===== config.mk =====
export PLATFORM = sky130hd
export DESIGN_NAME = serial_mag_compare
export DESIGN_NICKNAME = d
export VERILOG_FILES = /design/src/rtl/serial_mag_compare.sv
export SDC_FILE = /design/constraint.sdc
export NUM_CORES = 1
export LEC_CHECK = 0
export CORE_MARGIN = 3
export CORE_UTILIZATION = 53
export CTS_CLUSTER_SIZE = 16
export DETAILED_ROUTE_END_ITERATION = 7
export PLACE_DENSITY = 0.88
export RECOVER_POWER = 50
export SYNTH_ARGS = -nofsm -noshare
export SYNTH_HDL_FRONTEND = slang
export SYNTH_SLANG_ARGS = --single-unit

===== constraint.sdc =====
create_clock -name clk -period 3.2 [get_ports clk]
set_input_delay 0.64 -clock clk [delete_from_list [all_inputs] [get_ports clk]]
set_output_delay 0.64 -clock clk [all_outputs]
set_load 0.05 [all_outputs]

===== src/rtl/serial_mag_compare.sv =====
// Serial magnitude comparator: folds MSB-first 1-bit compare beats (e/g/l) into a word verdict.
// Latency: verdict registered, out_valid pulses the cycle after the in_last beat.
// Backpressure: none; every in_valid beat is consumed, an in_first beat may land on the out_valid cycle.
//
// Ports: clk/rst_n (async active-low); in_valid/in_first/in_last frame the beats; e/g/l are the
// per-bit compare results; out_valid/out_eq/out_gt/out_lt/len_err report the word; busy = word open.
// Optional macro SERIAL_CMP_ONEHOT_CHK_EN adds onehot_err, flagging words with a non-one-hot e/g/l beat.
module serial_mag_compare #(
    parameter int WIDTH = 8
) (
    input  logic clk,
    input  logic rst_n,
    input  logic in_valid,
    input  logic in_first,
    input  logic in_last,
    input  logic e,
    input  logic g,
    input  logic l,
    output logic out_valid,
    output logic out_eq,
    output logic out_gt,
    output logic out_lt,
    output logic len_err,
`ifdef SERIAL_CMP_ONEHOT_CHK_EN
    output logic onehot_err,
`endif
    output logic busy
);

    typedef enum logic [1:0] {
        IDLE     = 2'd0,
        EQUAL    = 2'd1,
        RESOLVED = 2'd2
    } state_t;

    localparam logic [5:0] CNT_MAX = 6'd63;
    localparam logic [5:0] WIDTH_C = 6'(WIDTH);

    state_t     state_q, state_d;
    state_t     word_st;        // state after evaluating this beat, before word completion
    logic [5:0] cnt_q, cnt_d;
    logic       gt_q, gt_d;     // frozen verdict once RESOLVED: 1 = a>b, 0 = a<b
    logic       done;
    logic       take;
    logic       bit_eq;

    // A beat with no g/l asserted counts as equal even if e is also low.
    assign bit_eq = e | ~(g | l);
    // Beats outside a word are dropped unless they open a new one.
    assign take   = in_valid & (in_first | (state_q != IDLE));

`ifdef SERIAL_CMP_ONEHOT_CHK_EN
    logic bad_q, bad_d;
    logic beat_onehot;
    assign beat_onehot = (e ^ g ^ l) & ~(e & g & l);
`endif

    always_comb begin
        word_st = state_q;
        state_d = state_q;
        cnt_d   = cnt_q;
        gt_d    = gt_q;
        done    = 1'b0;
`ifdef SERIAL_CMP_ONEHOT_CHK_EN
        bad_d   = bad_q;
`endif
        if (take) begin
            if (in_first) begin
                // Restart: any partial word is silently discarded.
                cnt_d   = 6'd1;
                word_st = EQUAL;
`ifdef SERIAL_CMP_ONEHOT_CHK_EN
                bad_d   = 1'b0;
`endif
            end else if (cnt_q != CNT_MAX) begin
                cnt_d = cnt_q + 6'd1;
            end

            // Only the first differing bit (MSB side) decides; later bits are ignored.
            if (word_st == EQUAL) begin
                if (g) begin
                    word_st = RESOLVED;
                    gt_d    = 1'b1;
                end else if (l) begin
                    word_st = RESOLVED;
                    gt_d    = 1'b0;
                end else if (bit_eq) begin
                    word_st = EQUAL;
                end
            end

`ifdef SERIAL_CMP_ONEHOT_CHK_EN
            bad_d = bad_d | ~beat_onehot;
`endif
            if (in_last) begin
                done    = 1'b1;
                state_d = IDLE;
            end else begin
                state_d = word_st;
            end
        end
    end

    always_ff @(posedge clk or negedge rst_n) begin
        if (!rst_n) begin
            state_q    <= IDLE;
            cnt_q      <= 6'd0;
            gt_q       <= 1'b0;
            out_valid  <= 1'b0;
            out_eq     <= 1'b0;
            out_gt     <= 1'b0;
            out_lt     <= 1'b0;
            len_err    <= 1'b0;
`ifdef SERIAL_CMP_ONEHOT_CHK_EN
            bad_q      <= 1'b0;
            onehot_err <= 1'b0;
`endif
        end else begin
            state_q   <= state_d;
            cnt_q     <= cnt_d;
            gt_q      <= gt_d;
            out_valid <= done;
`ifdef SERIAL_CMP_ONEHOT_CHK_EN
            bad_q     <= bad_d;
`endif
            // Result outputs only move when a word completes, so they hold between words.
            if (done) begin
                len_err <= (cnt_d != WIDTH_C);
`ifdef SERIAL_CMP_ONEHOT_CHK_EN
                onehot_err <= bad_d;
                out_eq     <= ~bad_d & (word_st == EQUAL);
                out_gt     <= ~bad_d & (word_st == RESOLVED) & gt_d;
                out_lt     <= ~bad_d & (word_st == RESOLVED) & ~gt_d;
`else
                out_eq     <= (word_st == EQUAL);
                out_gt     <= (word_st == RESOLVED) & gt_d;
                out_lt     <= (word_st == RESOLVED) & ~gt_d;
`endif
            end
        end
    end

    assign busy = (state_q != IDLE);

endmodule

Word level (Yosys, flattened, before mapping)
Index checks and enable logic that the tools add are counted.

Register bits: 14. Bits of input ports: 8. Output and inout bits: 6. Logic and storage cells: 40.

$add $sub $neg: 1. Eq/ne operators: 5. Muxes and demuxes: 17. Bitwise gates (word level): 8. Reduce and logical (&&, ||, !) cells: 1.

Operators with widths (count): $mux 6 (3); $mux 2 (8); $add 6x1->6 const B (1); $mux 1 (6); $ne 6x4->1 const B (1); $ne 6x6->1 const B (1); $eq 2x1->1 const B (2); $and 1x1->1 (3); $or 1x1->1 (3); $eq 2x2->1 const B (1); $not 1->1 (2); $reduce_bool 2->1 (1).

Depth between registers and ports, before layout
Gate-level depths: netlist of the first run.

Depth in word-level cells: 11. Mapped depth: 6. Depth with buffers taken out: 6.

Worst setup path before layout of the first run
Ideal clock, no wire load.

Path type: input port to flip-flop. From: in l. To: reg out_gt. Library setup time: 0.121 ns. Arrival time: 1.599 ns. Required time: 3.079 ns. Setup slack: 1.480 ns. Stages on the path: 5. Path buffers: 0. Cells stage by stage: or2_2 -> a211oi_1 -> a21oi_1 -> and2_1 -> a22o_1.

Word-level cells in the longest chain between the ends: 10. Elaborated cells between the ends (all ways): 14. Classes of those cells: eq/ne (1); mux (9); bitwise (4).

RTL lines: from (decl) (line 18) `input logic l,`; $or 1x1->1 (line 48) `assign bit_eq = e | ~(g | l);`; $not 1->1 (line 48); $or 1x1->1 (line 48); $mux 2 (line 87) `end else if (bit_eq) begin`; $mux 2 (line 84) `end else if (l) begin`; $mux 2 (line 81) `if (g) begin`; $mux 2 (line 80) `if (word_st == EQUAL) begin`; $mux 2 (line 67) `if (take) begin`; $eq 2x2->1 (line 136) `out_gt <= (word_st == RESOLVED) & gt_d;`; $and 1x1->1 (*) (line 136); to (signal assigned) (line 136); to (decl) (line 21) `output logic out_gt,`.

Every way passes the cells marked *; elsewhere a longest branch is shown, timed or not. A chain may end at the register's enable or synchronous reset.

Final worst setup path of the first run
From: reg state_q[0]. To: out busy.

Word-level cells in the longest chain between the ends: 1.

RTL lines: from (decl) (line 39) `state_t state_q, state_d;`; from (signal assigned) (line 119) `state_q <= state_d;`; $reduce_bool 2->1 (line 143) `assign busy = (state_q != IDLE);`; to (decl) (line 27) `output logic busy`.

No other way between the ends.

==> results of run 1 <==
==> cells by family (layout without fill, tap and decap cells) <==
kind of cell	after synthesis	count (layout)	synth area share
DFF	14	14	0.451
buffers and inverters	6	19	0.0419
adders and majority gates	1	1	0.0161
and+or+nand+nor	30	30	0.187
AOI/OAI and AO/OA	31	31	0.304
==> how the worst max path moves through the flow <==
stage	endpoint	from	depth (start not counted)
CTS	busy	state_q[0]	2
detailed placement	out_lt	in_first	6
global route	busy	state_q[0]	2
floorplan	out_gt	l	5
finish	busy	state_q[0]	2
global placement	out_gt	in_first	6
==> final cells by class <==
type,instances,area share
clock buffers,4,0.0396
inverters,3,0.0123
multi-input cells,62,0.415
flip-flops and latches,14,0.382
well taps,15,0.0205
repair buffers,12,0.131
==> state kept, by name (all words and copies together) (netlist names) <==
signal and cells:
out_eq 1, len_err 1, out_valid 1, cnt_q 6, out_lt 1, out_gt 1
state_q 2, gt_q 1
==> per-stage QoR <==
stage,instances,power [W],area (µm²),setup WS (ns),hold WS (ns)
after global routing,110,0.000533,917,0.684,0.549
after CTS,110,0.000511,931,0.709,0.508
final,110,0.000506,917,0.759,0.511
after detailed placement,106,0.000382,895,0.712,0.483
after floorplan,82,0.000335,777,1.48,0.344
after global placement,106,0.000376,895,0.737,0.468
==> worst max-delay path, stage by stage, from the launching register on <==
cell and delay [ns]:
dfrtp_1 0.43, or2_1 0.25, clkdlybuf4s50_1 0.84
==> routing by layer <==
metal,part of all wire,vias to the layer above
met5,0,-
met4,0.0053,0
met3,0.069,2
met2,0.46,22
met1,0.46,328
li1,-,332
==> power groups by stage <==
stage / Combinational [W] / Sequential [W] / Clock [W]
2_1_floorplan: 0.0000799 / 0.000255 / 0
3_3_place_gp: 0.000148 / 0.000228 / 0
3_5_place_dp: 0.000151 / 0.000231 / 0
4_1_cts: 0.000152 / 0.000227 / 0.000132
5_1_grt: 0.000161 / 0.000231 / 0.000142
6_report: 0.000149 / 0.000228 / 0.000129
==> layout by cell type (no fill, tap or decap), types with 2 or more instances in the layout <==
cell type | Yosys | layout
clkbuf_4 | 0 | 3
nor2_1 | 9 | 9
a21oi_1 | 8 | 8
inv_1 | 3 | 3
o21a_1 | 2 | 2
dlygate4sd3_1 | 0 | 2
o21ai_0 | 4 | 4
a211oi_1 | 2 | 2
clkdlybuf4s50_1 | 0 | 10
o31ai_1 | 2 | 2
a22o_1 | 3 | 3
nand2_1 | 8 | 8
dfrtp_1 | 14 | 14
nand3_1 | 5 | 5
==> results.cfg, run 1 <==
[layout]
drive_above_1_share = 0.0842
num-nets-final = 105
area_growth_pct = 18.0
multiInputGateArea_um2 = 380
regArea_um2 = 350
diodes = 0
n_fill_cell = 108
post-route-util = 0.688

[place]
hpwl_um = 1210
globalplace.congestion = 0.836
port_buffers = 12

[synth]
synth_top_cell_area_share = 0.451
yosys-top-cells-count = dfrtp_1 (14), nor2_1 (9), a21oi_1 (8), nand2_1 (8), nand3_1 (5)
synth-seq-cells = 14
netlist_area_um2 = 777
synth_fp_nets = 91
synth_edf_count = 0
avgSynthCellArea_um2 = 9.48
synth_cell_types = 32
yosysMostFrequentCell = dfrtp_1
seq_area_frac_synth = 0.451
yosys.area.top_type = dfrtp_1
async_flop_share = 1.00
synthCells = 82
yosysWarnings = 0
yosys_most_used_dff = dfrtp_1
ys_top_cells_by_area = dfrtp_1 (45%), a21oi_1 (5.2%), nor2_1 (4.3%), nand2_1 (3.9%), a22o_1 (3.4%)

[timing]
max_slew_margin = 0.574
period_share = 0.763
finalHoldViolations = 0
clock-skew-final_ns = 0.00930
tightest_slew_ns = 0.638
fmax_mhz = 410
period_minus_slack_ns = 2.44
setup_tns_ns = 0
setup_viol = 0
slew_violations = 0
rsz0062_at_grt = false

[routing]
dr.pass1.iters = 4
totalWireLength_um = 1710
first_iter_violations = 28
route.antenna.remaining_nets = 0
vias = 684
viasPerCell = 6.22
drc = 0
wl_per_cell_um = 15.5

[grt]
grt-ovfl-total = 0
busiest_layer = met2
grt_pass1_wl_um = 2830
antenna_found_initial = 0
use_met2 = 0.299
grtUsageMet1 = 0.275
grt_max_degree = 15
grt_usage = 0.198
grtUsageMet3 = 0.0610
grt_pass1_vias = 609

[min_path]
min-delay-start = out_eq
min_to = out_eq
hold_depth = 2
hold_path_class = reg2reg

[clocking]
cts_max_level = 1
numCtsBuffers = 3
cts.path.max_buffers = 2
clk_latency_ns = 0.28
cts_resized = 0
cts_tree = done
hold_buffers = 0
cts-root-buf = clkbuf_4
clock_sinks = 14
cts_setup_buffers = 0
path_clk_slew_ns = 0.09

[power]
p_int_w = 0.000327
p_leak_nw = 0.382
switching_share = 0.353
p_clk_frac = 0.256
comb_power_share = 0.294
p_per_area_mw_per_mm2 = 552
switchingPower_w = 0.000178
peakVddDrop_uv = 396
seq_power_share = 0.450

[die]
core_mm2 = 0.00133
num_io_pins = 14
die_x_um = 44.3
fp.dieArea_mm2 = 0.00196
die_h_um = 44.3
initial_utilization = 0.583
rows = 13

[worst_setup_path]
required_ns = 2.56
rr_endpoint = len_err
worstRegToRegCells = 6
crit_type = reg2out
r2r_slack_ns = 1.28
arrival_ns = 1.80
worstPathMaxFanout = 6
timing.rr.start = cnt_q[0]
end_kind = output port
worstSetupStartpointType = register

[run]
cap_violations = 0

[run_status]
outcome = complete, no violations
Power figures use the tool's default switching activity.
==> inputs of run 2 (changes only) <==
--- a/config.mk
+++ b/config.mk
@@ -6,10 +6,10 @@
 export NUM_CORES = 1
 export LEC_CHECK = 0
 export CORE_MARGIN = 3
-export CORE_UTILIZATION = 53
+export CORE_UTILIZATION = 45
 export CTS_CLUSTER_SIZE = 16
 export DETAILED_ROUTE_END_ITERATION = 7
-export PLACE_DENSITY = 0.88
+export PLACE_DENSITY = 0.81
 export RECOVER_POWER = 50
 export SYNTH_ARGS = -nofsm -noshare
 export SYNTH_HDL_FRONTEND = slang
==> constraint.sdc (replaced) <==
create_clock -name clk -period 2.1 [get_ports clk]
set_input_delay 0.42 -clock clk [delete_from_list [all_inputs] [get_ports clk]]
set_output_delay 0.42 -clock clk [all_outputs]
set_load 0.05 [all_outputs]
==> run 2 against run 1 <==
- worst setup slack lost 0.54 ns
- total power rose by 54%
- first-iteration DRC count is 21% lower
- critical path type is now reg2reg
==> results.cfg, run 2 (synthesis gave the netlist of run 1 again) <==
[run_status]
outcome = complete, no violations

[timing]
finalHoldViolations = 0
setup_viol = 0
tightest_slew_ns = 0.634
period_minus_slack_ns = 1.88
timing.hold.ws_ns = 0.512
clock-skew-final_ns = 0.00262
slew_violations = 0
max_slew_margin = 0.576
period_share = 0.895
setup_tns_ns = 0
rsz0062_at_grt = false
fmax_mhz = 532

[clocking]
cts_resized = 0
hold_buffers = 0
clock_sinks = 14
cts-root-buf = clkbuf_4
cts_max_level = 1
cts_tree = done
numCtsBuffers = 3
clk_latency_ns = 0.28
path_clk_slew_ns = 0.09
cts_setup_buffers = 0
cts.path.max_buffers = 2

[grt]
grt_usage = 0.179
grt-ovfl-total = 0
antenna_found_initial = 0
grt_pass1_wl_um = 2730
grt_max_degree = 15
grt_pass1_vias = 634

[power]
p_leak_nw = 0.410
p_per_area_mw_per_mm2 = 803
power_w = 0.000780
comb_power_share = 0.305
peakVddDrop_uv = 563
p_int_w = 0.000506
p_clk_frac = 0.251
switchingPower_w = 0.000273
seq_power_share = 0.444
switching_share = 0.351

[layout]
multiInputGateArea_um2 = 394
largest_reg_flops = 6
regArea_um2 = 350
final_cell_mix = dfrtp_1 (14), clkdlybuf4s50_1 (10), nor2_1 (9)
final_common_cell = dfrtp_1
area_growth_pct = 25.0
num-nets-final = 111
drive_above_1_share = 0.149
n_fill_cell = 134
reg.largest.list = cnt_q x6, state_q x2
diodes = 0
final_area_um2 = 971
regMostFlops = cnt_q

[place]
globalplace.congestion = 0.832
port_buffers = 12
hpwl_um = 1310
dpl_cell_area_um2 = 938

[run]
cap_violations = 0

[die]
num_io_pins = 14
die_h_um = 47.6
core_mm2 = 0.00156
initial_utilization = 0.498
rows = 14
fp.dieArea_mm2 = 0.00226
die_x_um = 47.6

[routing]
totalWireLength_um = 1720
dr.pass1.iters = 4
route.antenna.remaining_nets = 0
first_iter_violations = 22
wl_per_cell_um = 14.7
viasPerCell = 5.79
vias = 678
drc = 0

[worst_setup_path]
end_kind = register
crit_type = reg2reg
required_ns = 2.26
worstSetupStartpointType = register
worstPathMaxFanout = 8
arrival_ns = 2.04

[min_path]
hold_path_class = reg2reg
[run 2: changes by cell type in the layout (fill, tap and decap cells not counted)]
cell / previous run / this run
dlygate4sd3_1: 2 / 1
clkbuf_1: 0 / 1
o211ai_1: 1 / 0
buf_4: 0 / 6
or2_0: 0 / 1
o211ai_4: 0 / 1
or2_1: 1 / 0
[run 2: stage by stage]
step | setup slack (ns) | cells | utilization
floorplan | 0.512 | 82 | -
global placement | 0.0811 | 113 | 0.602
detailed placement | 0.0527 | 113 | 0.602
CTS | 0.211 | 117 | 0.625
global route | 0.121 | 117 | 0.623
finish | 0.220 | 117 | 0.623
[run 2: cell type report]
cell class | instances | area share
repair buffers | 18 | 0.164
clock buffers | 4 | 0.0374
multi-input cells | 62 | 0.406
flip-flops and latches | 14 | 0.361
inverters | 3 | 0.0116
well taps | 16 | 0.0206
[run 2: layer usage]
layer  up-vias  track usage  part of all wire
met5         -            0                 0
met4         0        0.113             0.024
met1       320        0.231              0.48
met2        15        0.273              0.46
li1        339            -                 -
met3         4       0.0376             0.041
[run 2: path summary, 6_finish.rpt]
check / start / endpoint / slack, ns / depth (start not counted)
worst max-delay path: cnt_q[0] / len_err / 0.22 / 6
worst min-delay path: out_gt / out_gt / 0.51 / 1
worst max register to register: cnt_q[0] / len_err / 0.22 / 6
worst min register to register: out_gt / out_gt / 0.51 / 1
max in group asynchronous: rst_n / cnt_q[2] / 1.10 / 1
min in group asynchronous: rst_n / out_eq / 0.59 / 1
[run 2: power by group through the flow]
| stage | logic [W] | clock network (W) | registers [W] |
|---|---|---|---|
| finish | 0.000238 | 0.000196 | 0.000346 |
| floorplan | 0.000122 | 0 | 0.000388 |
| detailed placement | 0.000239 | 0 | 0.000351 |
| global route | 0.000255 | 0.000216 | 0.000351 |
| global placement | 0.000235 | 0 | 0.000348 |
| CTS | 0.000241 | 0.000202 | 0.000345 |
[run 2: worst max-delay path: stages (launching register included)]
cell	delay, ns
dfrtp_1	0.47
ha_1	0.29
and3_1	0.23
nand3_1	0.17
o21ai_0	0.27
o2bb2ai_1	0.18
a41oi_2	0.13
==> edit 1: new RTL, flow settings as in run 2 <==
The localparam `CNT_MAX` goes from 6'd63 to 6'd47.
--- a/src/rtl/serial_mag_compare.sv
+++ b/src/rtl/serial_mag_compare.sv
@@ -35,3 +35,3 @@
 
-    localparam logic [5:0] CNT_MAX = 6'd63;
+    localparam logic [5:0] CNT_MAX = 6'd47;
     localparam logic [5:0] WIDTH_C = 6'(WIDTH);
Function: no difference found for any inputs over 10 cycles, from zero or initial values and one cycle with rst_n low; that may be too few to reach the edited logic, so the function may still have changed.
==> edit 1 against run 2 <==
Global-route usage fell by 1.6 points; sequential cell count did not move; hold slack got worse by 16 ps; clock skew barely moved; combinational power increased by 8%; area after synthesis increased by 9.3%; maximum frequency down 0.79%; setup slack got worse by 15 ps; critical path type is now input pin to register; largest power group unchanged; power up 1.8%; final area up 7.3%; routed wire length rose by 3.2%.
==> edit 1: results (changes against run 2) <==
Outcome
  • Status: completed

Setup path
  • Reg2reg setup slack: 490 ps (+270 ps)
  • R2R cell count: 5 (-1)
  • CP Max Fanout: 12 (+4)
  • CP max stage delay: 570 ps (+100 ps)

Global routing
  • GRT Total Usage: 16.3% (-1.6 points)
  • First-pass GRT wire length: 3110 µm (+14%)
  • Grt met1 use: 21.9% (-1.2 points)
  • Number of global-route vias before repair: 690 (+8.8%)

Layout
  • Signal buffers share of area: 13.8% (-2.6 points)
  • Invs w/o clock: 5 (+2)
  • Multi-input logic area: 462 µm² (+17%)
  • Non-clock buffers: 16 (-2)
  • Fill count: 167 (+25%)
  • Area delta synth->final: 22.7%
  • Sequential share of cell area: 33.6% (-2.5 points)
  • Layout Nets: 121 (+9.0%)
  • Comb_multi_in: 72 (+16%)

Placed design
  • Dpl hpwl: 1360 µm (+4.2%)
  • Placed cell area: 1010 µm² (+7.6%)
  • Placer's final routability congestion estimate: 0.916 (+10%)
  • Worst slack at placement: 156 ps (+103 ps)
  • Inst Count DP: 132 (+17%)

Hold path
  • Worst Hold End: gt_q$_DFF_PN0_
  • Hold_sp: gt_q$_DFF_PN0_

Drt
  • Routed wl met3: 87 µm (+24%)
  • DR WL/cell: 13.1 µm (-11%)

Power
  • Pwr Density: 762 nW/µm² (-5.1%)

Logic synthesis
  • Synth Area in Compound Gates: 28.1% (-2.3 points)
==> edit 1: cell types whose count changed after synthesis, sizes merged, moves of 2 or more <==
cell	delta
a211oi	-2
a21o	+3
a21oi	-6
a22o	-2
and2	+2
inv	+2
mux2i	+2
nand2	+3
nand3	-2
nor2	-3
nor2b	+2
o21ai	+6
==> edit 1: cells by family after synthesis <==
logic type	after synthesis
DFF	14
adders and majority gates	1
AOI/OAI and AO/OA	33
buffers and inverters	9
muxes	2
and+or+nand+nor	36
==> edit 1: worst max-delay path by stage <==
stage | start | endpoint | slack, ps | depth (start not counted)
after detailed placement | in_first | len_err$_DFFE_PN0P_ | 160 | 5
after global routing | in_valid | out_lt$_DFFE_PN0P_ | 100 | 6
after floorplan | state_q[0]$_DFFE_PN0N_ | out_lt$_DFFE_PN0P_ | 590 | 6
after CTS | len_err$_DFFE_PN0P_ | len_err | 230 | 1
final | in_valid | out_lt$_DFFE_PN0P_ | 210 | 6
after global placement | in_first | len_err$_DFFE_PN0P_ | 160 | 5
==> edit 2: new RTL, config.mk and constraints of run 2 <==
Made on the original files. Make the reset (`rst_n`) synchronous in one clocked block. Comments in the files are not updated.
--- a/src/rtl/serial_mag_compare.sv
+++ b/src/rtl/serial_mag_compare.sv
@@ -103,3 +103,3 @@
 
-    always_ff @(posedge clk or negedge rst_n) begin
+    always_ff @(posedge clk) begin
         if (!rst_n) begin
Check against the original RTL: differs if rst_n is asserted again (counterexample within 4 cycles, from zero or initial values and one cycle with rst_n low); with rst_n held inactive, the same outputs for 10 cycles.
==> edit 2 against run 2 <==
Final area is 6.7% lower; routed wire length is 1.2% higher; setup slack better by 19 ps; global-route usage is 1.0 points higher; maximum frequency is 1.0% higher; sequential share of layout area is 5.1 points lower; area after synthesis is 4.2% lower; sequential cell count stayed put.
Power is not compared: it rests on default switching activity, and its combinational part moved more than twofold at a synthesized area within 25%.
==> edit 2: results (changes against run 2) <==
Logic synthesis
  • Top cells by count, synth: dfxtp_1, nor2_1, nand2_1
  • Synth Flop Type: dfxtp_1
  • Largest cells by area after synthesis: dfxtp_1, nor2_1, a21oi_1
  • Sequential fraction of the synthesis area: 37.6% (-7.4 points)
  • Top-area cell type share of the netlist area: 37.6% (-7.4 points)
  • Synth warn: 0 (unchanged)
  • Syn Nets: 99 (+8.8%)
  • Share of flip-flops with an asynchronous set or reset: 0% (-100 points)
  • Yosys cell types: 39 (+22%)

Layout
  • Largest regs: cnt_q x6, state_q x2
  • Layout Nets: 117 (+5.4%)
  • Layout cells sized above 1: 12.3% (-2.6 points)
  • N_diodes: 0 (unchanged)

Placed design
  • Placer's final routability congestion estimate: 0.800 (-3.8%)
  • Placed cell area: 898 µm² (-4.3%)
  • Port bufs: 12 (unchanged)
  • Dpl hpwl: 1260 µm (-3.9%)

Drt
  • First drt pass iteration count: 4 (unchanged)
  • Via Count: 741 (+9.3%)
  • DRC marker count from the first detailed-route iteration: 16 (-27%)
  • DRC viols: 0 (unchanged)
  • DR WL/cell: 14.3 µm (-2.9%)

Setup path
  • CP max stage cell: clkdlybuf4s50_1
  • CP delay by family, top: buffers and inverters
  • CP max stage delay: 810 ps (+340 ps)
  • CP Max Fanout: 2 (-6)

Global routing
  • First-pass GRT wire length: 2920 µm (+7.1%)
  • Number of global-route vias before repair: 643 (+1.4%)
  • Initial antenna violation count: 0 (unchanged)
  • Largest net degree at the start of global routing: 15 (unchanged)
  • GRT Total Usage: 18.9% (+1.0 points)

Outcome
  • Status: completed

Clock tree
  • Hold_buf cts: 0 (unchanged)
  • Clock root buffer: clkbuf_4
  • Htree depth: 1 (unchanged)
  • CTS Buffer Depth: 2 (unchanged)
  • Worst-Skew Late Latency: 270 ps
  • Clock-pin slew on the worst setup and hold paths: 80 ps
  • TritonCTS buffer count: 3 (unchanged)

STA
  • Least-Margin Pin Slew: 588 ps (-46.6 ps)
  • Setup Skew: 0.874 ps (-1.75 ps)
  • Final Hold Vio Count: 0 (unchanged)

Power
  • Peak VDD IR: 0.315 mV
  • P_leak: 0.334 nW

Hold path
  • Hold Crit Class: register to register
## edit 2: cell count changes in the layout (fill, tap and decap cells not counted), sizes merged, moves of 3 or more
cell	run 2	this run
dfxtp	0	14
dfrtp	14	0
and3	1	4
a22o	3	0
buf	6	2
nor2	9	12
## edit 2: per-stage QoR
stage	cells	power, W	hold WS [ps]	worst slack [ps]
2_1_floorplan	90	0.000341	456	488
3_3_place_gp	119	0.000378	444	148
3_5_place_dp	119	0.000380	458	59.7
4_1_cts	122	0.000528	469	47.1
5_1_grt	122	0.000550	513	114
6_report	122	0.000523	471	239
## edit 2: layout make-up
cell class              instances  area, µm²
inverters                       3       11.3
multi-input cells              71        439
clock buffers                   3       22.5
fillers                       141        618
repair buffers                 15        133
well taps                      16       20.0
flip-flops and latches         14        280
## edit 2: final timing paths
path / endpoint / from / slack, ps / cells after the start
hold reg to reg: out_eq$_SDFFE_PN0P_ / out_eq$_SDFFE_PN0P_ / 470 / 2
setup / recovery: out_gt / out_gt$_SDFFE_PN0P_ / 240 / 1
hold / removal: out_eq$_SDFFE_PN0P_ / out_eq$_SDFFE_PN0P_ / 470 / 2
setup reg to reg: len_err$_SDFFE_PN0P_ / cnt_q[1]$_SDFF_PN0_ / 250 / 6
## edit 2: repair_timing
| item | 4_1_cts | 5_1_grt |
|---|---|---|
| endpoints found under the setup margin | 0 | 1 |
| setup buffers | 0 | 0 |
| gates resized for setup | 0 | 1 |
## edit 2: power by group
| part | internal [W] | switching, W |
|---|---|---|
| Clock | 0.0000664 | 0.0000844 |
| Sequential | 0.000273 | 0.00000525 |
| Combinational | 0.0000386 | 0.0000550 |
| Total | 0.000378 | 0.000145 |
## edit 2: logic make-up after synthesis
logic type / after synthesis / synth area share, %
buffers and inverters: 5 / 2.69
AND/OR/NAND/NOR: 42 / 31.1
adder cells (fa/ha/maj): 1 / 1.68
flip-flops: 14 / 37.6
AO/OA/AOI/OAI: 28 / 26.9
## edit 2: metal layers
layer  track usage [%]  vias to the layer above  share of wire, %
met3              5.08                        6               2.9
met5                 0                        -                 0
met4              10.5                        0               2.3
li1                  -                      368                 -
met2              28.0                       18                50
met1              24.6                      349                45
## edit 2: worst register-to-register path, stage by stage (launching register included)
cell and delay (ps):
dfxtp_1 460, ha_1 310, and3_1 280, nand3_4 110
or3_1 320, a21oi_1 150, a311oi_1 100
